==> src/rtl/lsu.sv <==
// Load/store unit for an RV32I core: one request at a time, byte/half/word access
// to a word-wide data memory, with read-modify-write for sub-word stores.
module lsu #(
  parameter int ADDR_BITS = 10
) (
  input  logic        clk,
  input  logic        rst_n,
  input  logic        req_valid,
  output logic        req_ready,
  input  logic        req_we,
  input  logic [2:0]  req_funct3,
  input  logic [31:0] req_addr,
  input  logic [31:0] req_wdata,
  output logic        resp_valid,
  output logic [31:0] resp_rdata,
  output logic        resp_err,
  output logic [31:0] mem_addr,
  output logic        mem_we,
  output logic [31:0] mem_wd,
  input  logic [31:0] mem_rd,
  output logic [1:0]  state_dbg
);

  typedef enum logic [1:0] {IDLE, ACCESS, WRITE, RESP} state_t;

  state_t      state, state_n;
  logic [31:0] addr_q, wdata_q, merge_q;
  logic [2:0]  funct3_q;
  logic        we_q;
  logic        fault;

  // Handshake: a request transfers on a rising edge with req_valid && req_ready;
  // resp_valid is a single-cycle pulse that the core must take (no backpressure).

  function automatic logic [31:0] load_ext(input logic [2:0] f3, input logic [1:0] a,
                                           input logic [31:0] w);
    logic [7:0]  b;
    logic [15:0] h;
    b = w[{a, 3'b000} +: 8];
    h = a[1] ? w[31:16] : w[15:0];
    case (f3)
      3'b000:  load_ext = {{24{b[7]}}, b};
      3'b100:  load_ext = {24'd0, b};
      3'b001:  load_ext = {{16{h[15]}}, h};
      3'b101:  load_ext = {16'd0, h};
      default: load_ext = w;
    endcase
  endfunction

  function automatic logic [31:0] merge_word(input logic [2:0] f3, input logic [1:0] a,
                                             input logic [31:0] old, input logic [31:0] wd);
    merge_word = old;
    if (f3[1:0] == 2'b00) merge_word[{a, 3'b000} +: 8] = wd[7:0];
    else                  merge_word[{a[1], 4'b0000} +: 16] = wd[15:0];
  endfunction

  always_comb begin
    fault = 1'b0;
    if ((req_addr >> ADDR_BITS) != 32'd0) fault = 1'b1;
    if (req_funct3[1:0] == 2'b01 && req_addr[0]) fault = 1'b1;
    if (req_funct3[1:0] == 2'b10 && req_addr[1:0] != 2'b00) fault = 1'b1;
    if (req_we) begin
      if (req_funct3 > 3'b010) fault = 1'b1;
    end else if (req_funct3 == 3'b011 || req_funct3[2:1] == 2'b11) begin
      fault = 1'b1;
    end
  end

  always_comb begin
    state_n    = state;
    req_ready  = 1'b0;
    resp_valid = 1'b0;
    mem_addr   = 32'd0;
    mem_we     = 1'b0;
    mem_wd     = 32'd0;
    case (state)
      IDLE: begin
        req_ready = 1'b1;
        if (req_valid) state_n = fault ? RESP : ACCESS;
      end
      ACCESS: begin
        mem_addr = {addr_q[31:2], 2'b00};
        if (we_q && funct3_q[1:0] == 2'b10) begin
          mem_we  = 1'b1;
          mem_wd  = wdata_q;
          state_n = RESP;
        end else if (we_q) begin
          state_n = WRITE;
        end else begin
          state_n = RESP;
        end
      end
      WRITE: begin
        mem_addr = {addr_q[31:2], 2'b00};
        mem_we   = 1'b1;
        mem_wd   = merge_q;
        state_n  = RESP;
      end
      RESP: begin
        resp_valid = 1'b1;
        state_n    = IDLE;
      end
      default: state_n = IDLE;
    endcase
  end

  always_ff @(posedge clk or negedge rst_n) begin
    if (!rst_n) begin
      state      <= IDLE;
      addr_q     <= 32'd0;
      wdata_q    <= 32'd0;
      merge_q    <= 32'd0;
      funct3_q   <= 3'd0;
      we_q       <= 1'b0;
      resp_rdata <= 32'd0;
      resp_err   <= 1'b0;
    end else begin
      state <= state_n;
      case (state)
        IDLE: if (req_valid) begin
          addr_q     <= req_addr;
          wdata_q    <= req_wdata;
          funct3_q   <= req_funct3;
          we_q       <= req_we;
          resp_rdata <= 32'd0;
          resp_err   <= fault;
        end
        ACCESS: begin
          // Sub-word stores read the old word here and write the merged word next cycle.
          if (!we_q) resp_rdata <= load_ext(funct3_q, addr_q[1:0], mem_rd);
          else if (funct3_q[1:0] != 2'b10)
            merge_q <= merge_word(funct3_q, addr_q[1:0], mem_rd, wdata_q);
        end
        default: ;
      endcase
    end
  end

  assign state_dbg = state;

endmodule
==> config.mk <==
export PLATFORM = sky130hd
export DESIGN_NAME = lsu
export DESIGN_NICKNAME = d
export VERILOG_FILES = /design/src/rtl/lsu.sv
export SDC_FILE = /design/constraint.sdc
export NUM_CORES = 1
export LEC_CHECK = 0
export CAP_MARGIN = 30
export CELL_PAD_IN_SITES_DETAIL_PLACEMENT = 0
export CELL_PAD_IN_SITES_GLOBAL_PLACEMENT = 1
export CORE_MARGIN = 2
export CORE_UTILIZATION = 37
export CTS_CLUSTER_DIAMETER = 30
export DETAILED_ROUTE_END_ITERATION = 16
export PLACE_DENSITY = 0.84
export SLEW_MARGIN = 20
export SYNTH_ARGS = -nofsm -noshare
export SYNTH_HDL_FRONTEND = slang
export SYNTH_SLANG_ARGS = --single-unit
==> constraint.sdc <==
create_clock -name clk -period 2.31 [get_ports clk]
set_input_delay 0.231 -clock clk [delete_from_list [all_inputs] [get_ports clk]]
set_output_delay 0.231 -clock clk [all_outputs]
set_load 0.05 [all_outputs]
==> results of run 1 <==
registers in the layout, indices dropped and copies added, names as in the netlist:
register	flops
we_q	1
resp_err	1
resp_rdata	32
addr_q	32
funct3_q	3
merge_q	32
wdata_q	32
state_dbg	2
worst reg2reg max path: cells and delay by family (launching register included):
kind,cells,cell delay [ps]
flip-flops,1,430
adder cells (fa/ha/maj),1,230
buffers and inverters,1,130
AND/OR/NAND/NOR,2,280
AO/OA/AOI/OAI,2,940
layout make-up:
type,instances,area (um2)
tap,234,293
clock inverter,11,263
sequential,135,3380
timing repair buffer,234,3050
inverter,9,33.8
fill,1469,7460
clock buffer,21,480
multi-input combinational,446,3810
cells by family after synthesis:
| kind of cell | Yosys count | synth area share, % |
|---|---|---|
| other | 1 | 0.0528 |
| AO/OA/AOI/OAI | 190 | 19.7 |
| flip-flops | 135 | 47.5 |
| adder cells (fa/ha/maj) | 9 | 1.58 |
| multiplexers | 95 | 14.6 |
| buffers and inverters | 58 | 4.09 |
| AND/OR/NAND/NOR | 150 | 12.4 |
what timing repair did:
action	CTS	global route
endpoints found under the setup margin	7	44
resized for setup	1	27
hold buffers	1	0
cloned	0	4
hold endpoints to repair	50	0
pin swaps	0	2
buffers inserted	0	3
worst max-delay path by stage:
stage | from | to
after floorplan | state_dbg[1] | mem_addr[31]
after global placement | mem_rd[15] | resp_rdata[26]
after detailed placement | mem_rd[15] | resp_rdata[20]
after CTS | state_dbg[1] | mem_wd[3]
after global routing | state_dbg[0] | mem_wd[11]
final | state_dbg[0] | mem_wd[25]
cell usage after synthesis, types with 9 or more instances:
master / n / area (um2)
a21oi_1: 33 / 165
a221o_1: 32 / 320
a22o_1: 25 / 219
a22oi_1: 48 / 360
and2_1: 31 / 194
buf_2: 17 / 85.1
clkbuf_1: 21 / 78.8
dfrtp_1: 135 / 3380
ha_1: 9 / 113
mux2_2: 70 / 788
mux2i_1: 25 / 250
nand2_1: 40 / 150
nor2_1: 10 / 37.5
nor2b_1: 39 / 244
o21ai_0: 17 / 85.1
o21ai_1: 16 / 80.1
layer usage:
| layer | GRT usage, % | wire (um) | vias up |
|---|---|---|---|
| met3 | 4.14 | 1120 | 29 |
| met5 | 0 | 0 | - |
| met1 | 30.1 | 9960 | 2956 |
| li1 | - | - | 2797 |
| met2 | 34.5 | 11000 | 196 |
| met4 | 6.72 | 420 | 0 |
stage by stage:
stage	cell area, um2	std cells	total power [mW]	worst slack [ps]	hold WS, ps
2_1_floorplan	7350	639	11.6	-31.7	-64.6
3_3_place_gp	10300	1049	16.2	225	240
3_5_place_dp	10300	1049	16.4	102	241
4_1_cts	11000	1082	19.8	7.86	361
5_1_grt	11300	1090	21.1	-38.6	385
6_report	11300	1090	20.1	50.3	347
layout by cell type, fill, tap and decap left out, types with 17 or more instances in the layout:
cell | netlist | layout
nor2b_4 | 0 | 29
mux2i_1 | 25 | 25
a221o_1 | 32 | 32
mux2_2 | 70 | 70
a22oi_1 | 48 | 27
dfrtp_1 | 135 | 132
clkdlybuf4s50_1 | 0 | 137
nand2_1 | 40 | 39
clkbuf_16 | 0 | 20
a21oi_1 | 33 | 33
o21ai_0 | 17 | 17
buf_12 | 0 | 70
a22o_1 | 25 | 25
a22oi_2 | 0 | 21
buf_4 | 3 | 18
and2_1 | 31 | 31
power groups by stage:
stage / combinational [mW] / sequential, mW / clock, mW
after floorplan: 6.77 / 4.80 / 0
after global placement: 11.9 / 4.33 / 0
after detailed placement: 12.0 / 4.35 / 0
after CTS: 12.1 / 4.33 / 3.46
after global routing: 13.0 / 4.54 / 3.56
final: 12.3 / 4.41 / 3.41
==> metrics.yaml, run 1 <==
outcome: "completed"
setup_viol: 0
cts_tree: "done"
ys_warn_count: 0
cts.path.max_buffers: 2
crit_buf_inv: 3
antenna_left: 0
swShare_pct: 42.7
peakVddDrop_v: 0.000771
finalClockSkew_ps: 7.82
drv_cap: 0
io_pins: 205
tightestPinTransition_ps: 839
coreArea_um2: 18800
fmax_mhz: 443
via_count: 5978
layout-drive-gt1-share_pct: 31.9
cp_common_cell: "buf_12"
dieHeight_um: 143
ys_async_sr_fraction_pct: 100
crit_type: "reg2out"
fin_util_pct: 60.3
ys_seq_area_share_pct: 47.5
rr_startpoint: "state_dbg[0]"
reg2reg_depth: 6
pwr-share-comb_pct: 61.1
clkSinkCount: 135
grt_pass1_vias: 6053
n_antenna_cell: 0
drt-vias-per-instance: 5.48
grt_setup_unrepaired: "true"
rr_endpoint: "resp_rdata[13]"
htreeDepth: 4
critPathLaunchType: "register"
slew_headroom_pct: 43.6
rows: 50
path_max_fanout: 8
dp_hpwl_um: 15700
wl_um: 22500
area_growth_pct: 59.2
antenna_found_initial: 0
cp_slowest_cell: "dfrtp_2"
grt_max_degree: 65
fin_crit_sh_pct: 97.8
initial_utilization_pct: 37.9
final.min_clock_period_ps: 2260
grt_pass1_wl_um: 33900
cpPeakStageDelay_ps: 450
worstHoldPathType: "in2async"
p_switching_mw: 8.58
io_buffers: 202
intPower_mw: 11.5
crit_family: "buffers and inverters"
drt_iter0_drc: 399
synth_cells: 638
die_area_um2: 20300
finalNetCount: 955
leakage_nw: 4.68
firstDrtPassIters: 5
final_max_slew_viol_count: 0
p_seq_share_pct: 21.9
gp_congestion: 0.835
hold_viol: 0
synth_seq_cells: 135
synth-edff-count: 0
cts_made_buffers: 17
die_w_um: 143
crit_path_end_kind: "primary output"
grt_usage_pct: 21.7
crit_chain: "ha_4, nand2_1, nor2_4, buf_12, clkbuf_16, a22oi_1, nor2b_4, buf_12"
synth_cell_type_count: 50
overflow: 0
cp.arrival_ps: 2030
synth_area_um2: 7110
wl_per_cell_um: 20.7
tns_ps: 0
cts_root_buffer: "clkbuf_16"
worstPathRequired_ps: 2080
r2r_slack_ps: 240
power_density_nw_per_um2: 1780
drc_errors: 0
clk_latency_ps: 420
clkPwrFrac_pct: 17.0
avgSynthCellArea_um2: 11.1
path_clk_slew_ps: 60
crit_cells: 8
synth_ff_type: "dfrtp_1"
Power figures use the tool's default switching activity.
==> inputs of run 2 (changes only) <==
Settings changed: SLEW_MARGIN 20 to unset.
==> run 2 against run 1 <==
Clock power hardly changed. Core utilization is 0.087 points higher. Wire length increased by 0.23%. Critical endpoint unchanged. Register-to-register slack got worse by 20 ps. Non-clock buffer count is the same. Final cell count unchanged. Critical path type unchanged.
==> metrics.yaml, run 2 (same netlist as run 1, synthesis figures left out) <==
outcome: "completed"
io_buffers: 202  # unchanged
drv_cap: 0  # unchanged
cts.path.max_buffers: 2  # unchanged
met1_length_um: 9950  # about the same
crit_path_end_kind: "primary output"
fmax_mhz: 441  # -0.27%
final_cells: 1090  # unchanged
reg2reg_depth: 6  # unchanged
power_density_nw_per_um2: 1780  # about the same
via_count: 6014  # +0.60%
worstPathRequired_ps: 2080  # about the same
most-common-layout-cells: "137 x clkdlybuf4s50_1, 132 x dfrtp_1, 70 x mux2_2, 70 x buf_12, 39 x nand2_1"
die_w_um: 143  # unchanged
rr_startpoint: "addr_q[1]"
dieHeight_um: 143  # unchanged
hold_ws_ps: 347  # -0.0390 ps
overflow: 0  # unchanged
path_clk_slew_ps: 60  # about the same
place_inst: 1049  # unchanged
rr_endpoint: "merge_q[15]"
grt_max_degree: 65  # unchanged
finalClockSkew_ps: 7.27  # -0.548 ps
cts_made_buffers: 17  # unchanged
grt_usage_pct: 21.7  # unchanged
gp_congestion: 0.835  # unchanged
grt_setup_unrepaired: "true"
critPathLaunchType: "register"
fin_crit_sh_pct: 98.1  # +0.27 points
slew_headroom_pct: 43.4  # -0.26 points
worstHoldPathType: "in2async"
cts_tree: "done"
clkSinkCount: 135  # unchanged
io_pins: 205  # unchanged
clk_latency_ps: 430  # about the same
antenna_left: 0  # unchanged
leakage_nw: 4.69  # +0.15%
wl_met3_um: 1170  # +4.2%
hold_viol: 0  # unchanged
final.min_clock_period_ps: 2270  # +6.20 ps
tightestPinTransition_ps: 843  # +3.82 ps
cp.arrival_ps: 2030  # about the same
crit_type: "reg2out"
cts_root_buffer: "clkbuf_16"
grt_pass1_wl_um: 33900  # unchanged
dp_hpwl_um: 15700  # unchanged
wl_per_cell_um: 20.7  # +0.23%
rows: 50  # unchanged
peakVddDrop_v: 0.000771  # about the same
n_antenna_cell: 0  # unchanged
grt_pass1_vias: 6053  # unchanged
wl_um: 22600  # +0.23%
die_area_um2: 20300  # unchanged
r2r_slack_ps: 220  # -20 ps
layout_commonest_cell: "clkdlybuf4s50_1"
antenna_found_initial: 0  # unchanged
finalNetCount: 955  # unchanged
layout-drive-gt1-share_pct: 31.9  # unchanged
coreArea_um2: 18800  # unchanged
final_max_slew_viol_count: 0  # unchanged
drt_iter0_drc: 374  # -6.3%
dr.max_layer_used: "met4"
dr_wl_met2_um: 11100  # +0.30%
drt-vias-per-instance: 5.52  # +0.60%
n_fill_cell: 1462  # -0.48%
setup_viol: 0  # unchanged
path_max_fanout: 8  # unchanged
htreeDepth: 4  # unchanged
firstDrtPassIters: 5  # unchanged
initial_utilization_pct: 37.9  # unchanged
area_growth_pct: 59.4
power_mw: 20.2  # +0.24%
drc_errors: 0  # unchanged
[run 2: cell types whose count changed in the layout (fill, tap and decap cells not counted)]
cell    before  now
buf_6        4    3
buf_16       0    1
[run 2: worst max-delay path by stage]
stage            startpoint        endpoint
4_1_cts        state_dbg[1]       mem_wd[3]
5_1_grt        state_dbg[0]      mem_wd[11]
2_1_floorplan  state_dbg[1]    mem_addr[31]
3_3_place_gp     mem_rd[15]  resp_rdata[26]
3_5_place_dp     mem_rd[15]  resp_rdata[20]
6_report       state_dbg[0]      mem_wd[25]
[run 2: critical path, stage by stage, from the launching register on]
cell	delay (ps)
dfrtp_2	450
ha_4	200
nand2_1	120
nor2_4	60
buf_12	140
clkbuf_16	170
a22oi_1	240
nor2b_4	70
buf_12	150
[run 2: metrics by stage]
stage / instance area, um2 / setup slack [ps] / util, % / TNS, ps
after global placement: 10300 / 225 / 54.8 / 0
after CTS: 11000 / 7.86 / 58.9 / 0
after global routing: 11300 / -44.0 / 60.4 / -192
after detailed placement: 10300 / 102 / 54.8 / 0
after floorplan: 7350 / -31.7 / - / -31.7
final: 11300 / 44.1 / 60.4 / 0
[run 2: cell type report]
cell class / instances / area, um2 / share of cell area (%)
Clock buffer: 21 / 480 / 4.24
Multi-Input combinational cell: 446 / 3810 / 33.6
Timing Repair Buffer: 234 / 3070 / 27.1
Tap cell: 234 / 293 / 2.58
Clock inverter: 11 / 263 / 2.32
Inverter: 9 / 33.8 / 0.298
Sequential cell: 135 / 3380 / 29.9
[run 2: layer usage]
metal / up-vias / global-route usage [%]
li1: 2799 / -
met1: 2986 / 30.1
met2: 204 / 34.5
met3: 25 / 4.14
met4: 0 / 6.72
met5: - / 0
[run 2: timing repair]
| item | in CTS | in global routing |
|---|---|---|
| resized for setup | 1 | 27 |
| setup buffers | 0 | 3 |
| gates cloned | 0 | 4 |
| hold endpoints to repair | 50 | 0 |
| setup endpoints to repair | 7 | 44 |
| pin swaps | 0 | 2 |
| hold buffers | 1 | 0 |
[run 2: power by group]
group          switching, mW  internal (mW)
clock network           1.05           2.36
registers              0.934           3.47
logic                   6.61           5.73
total                   8.59           11.6
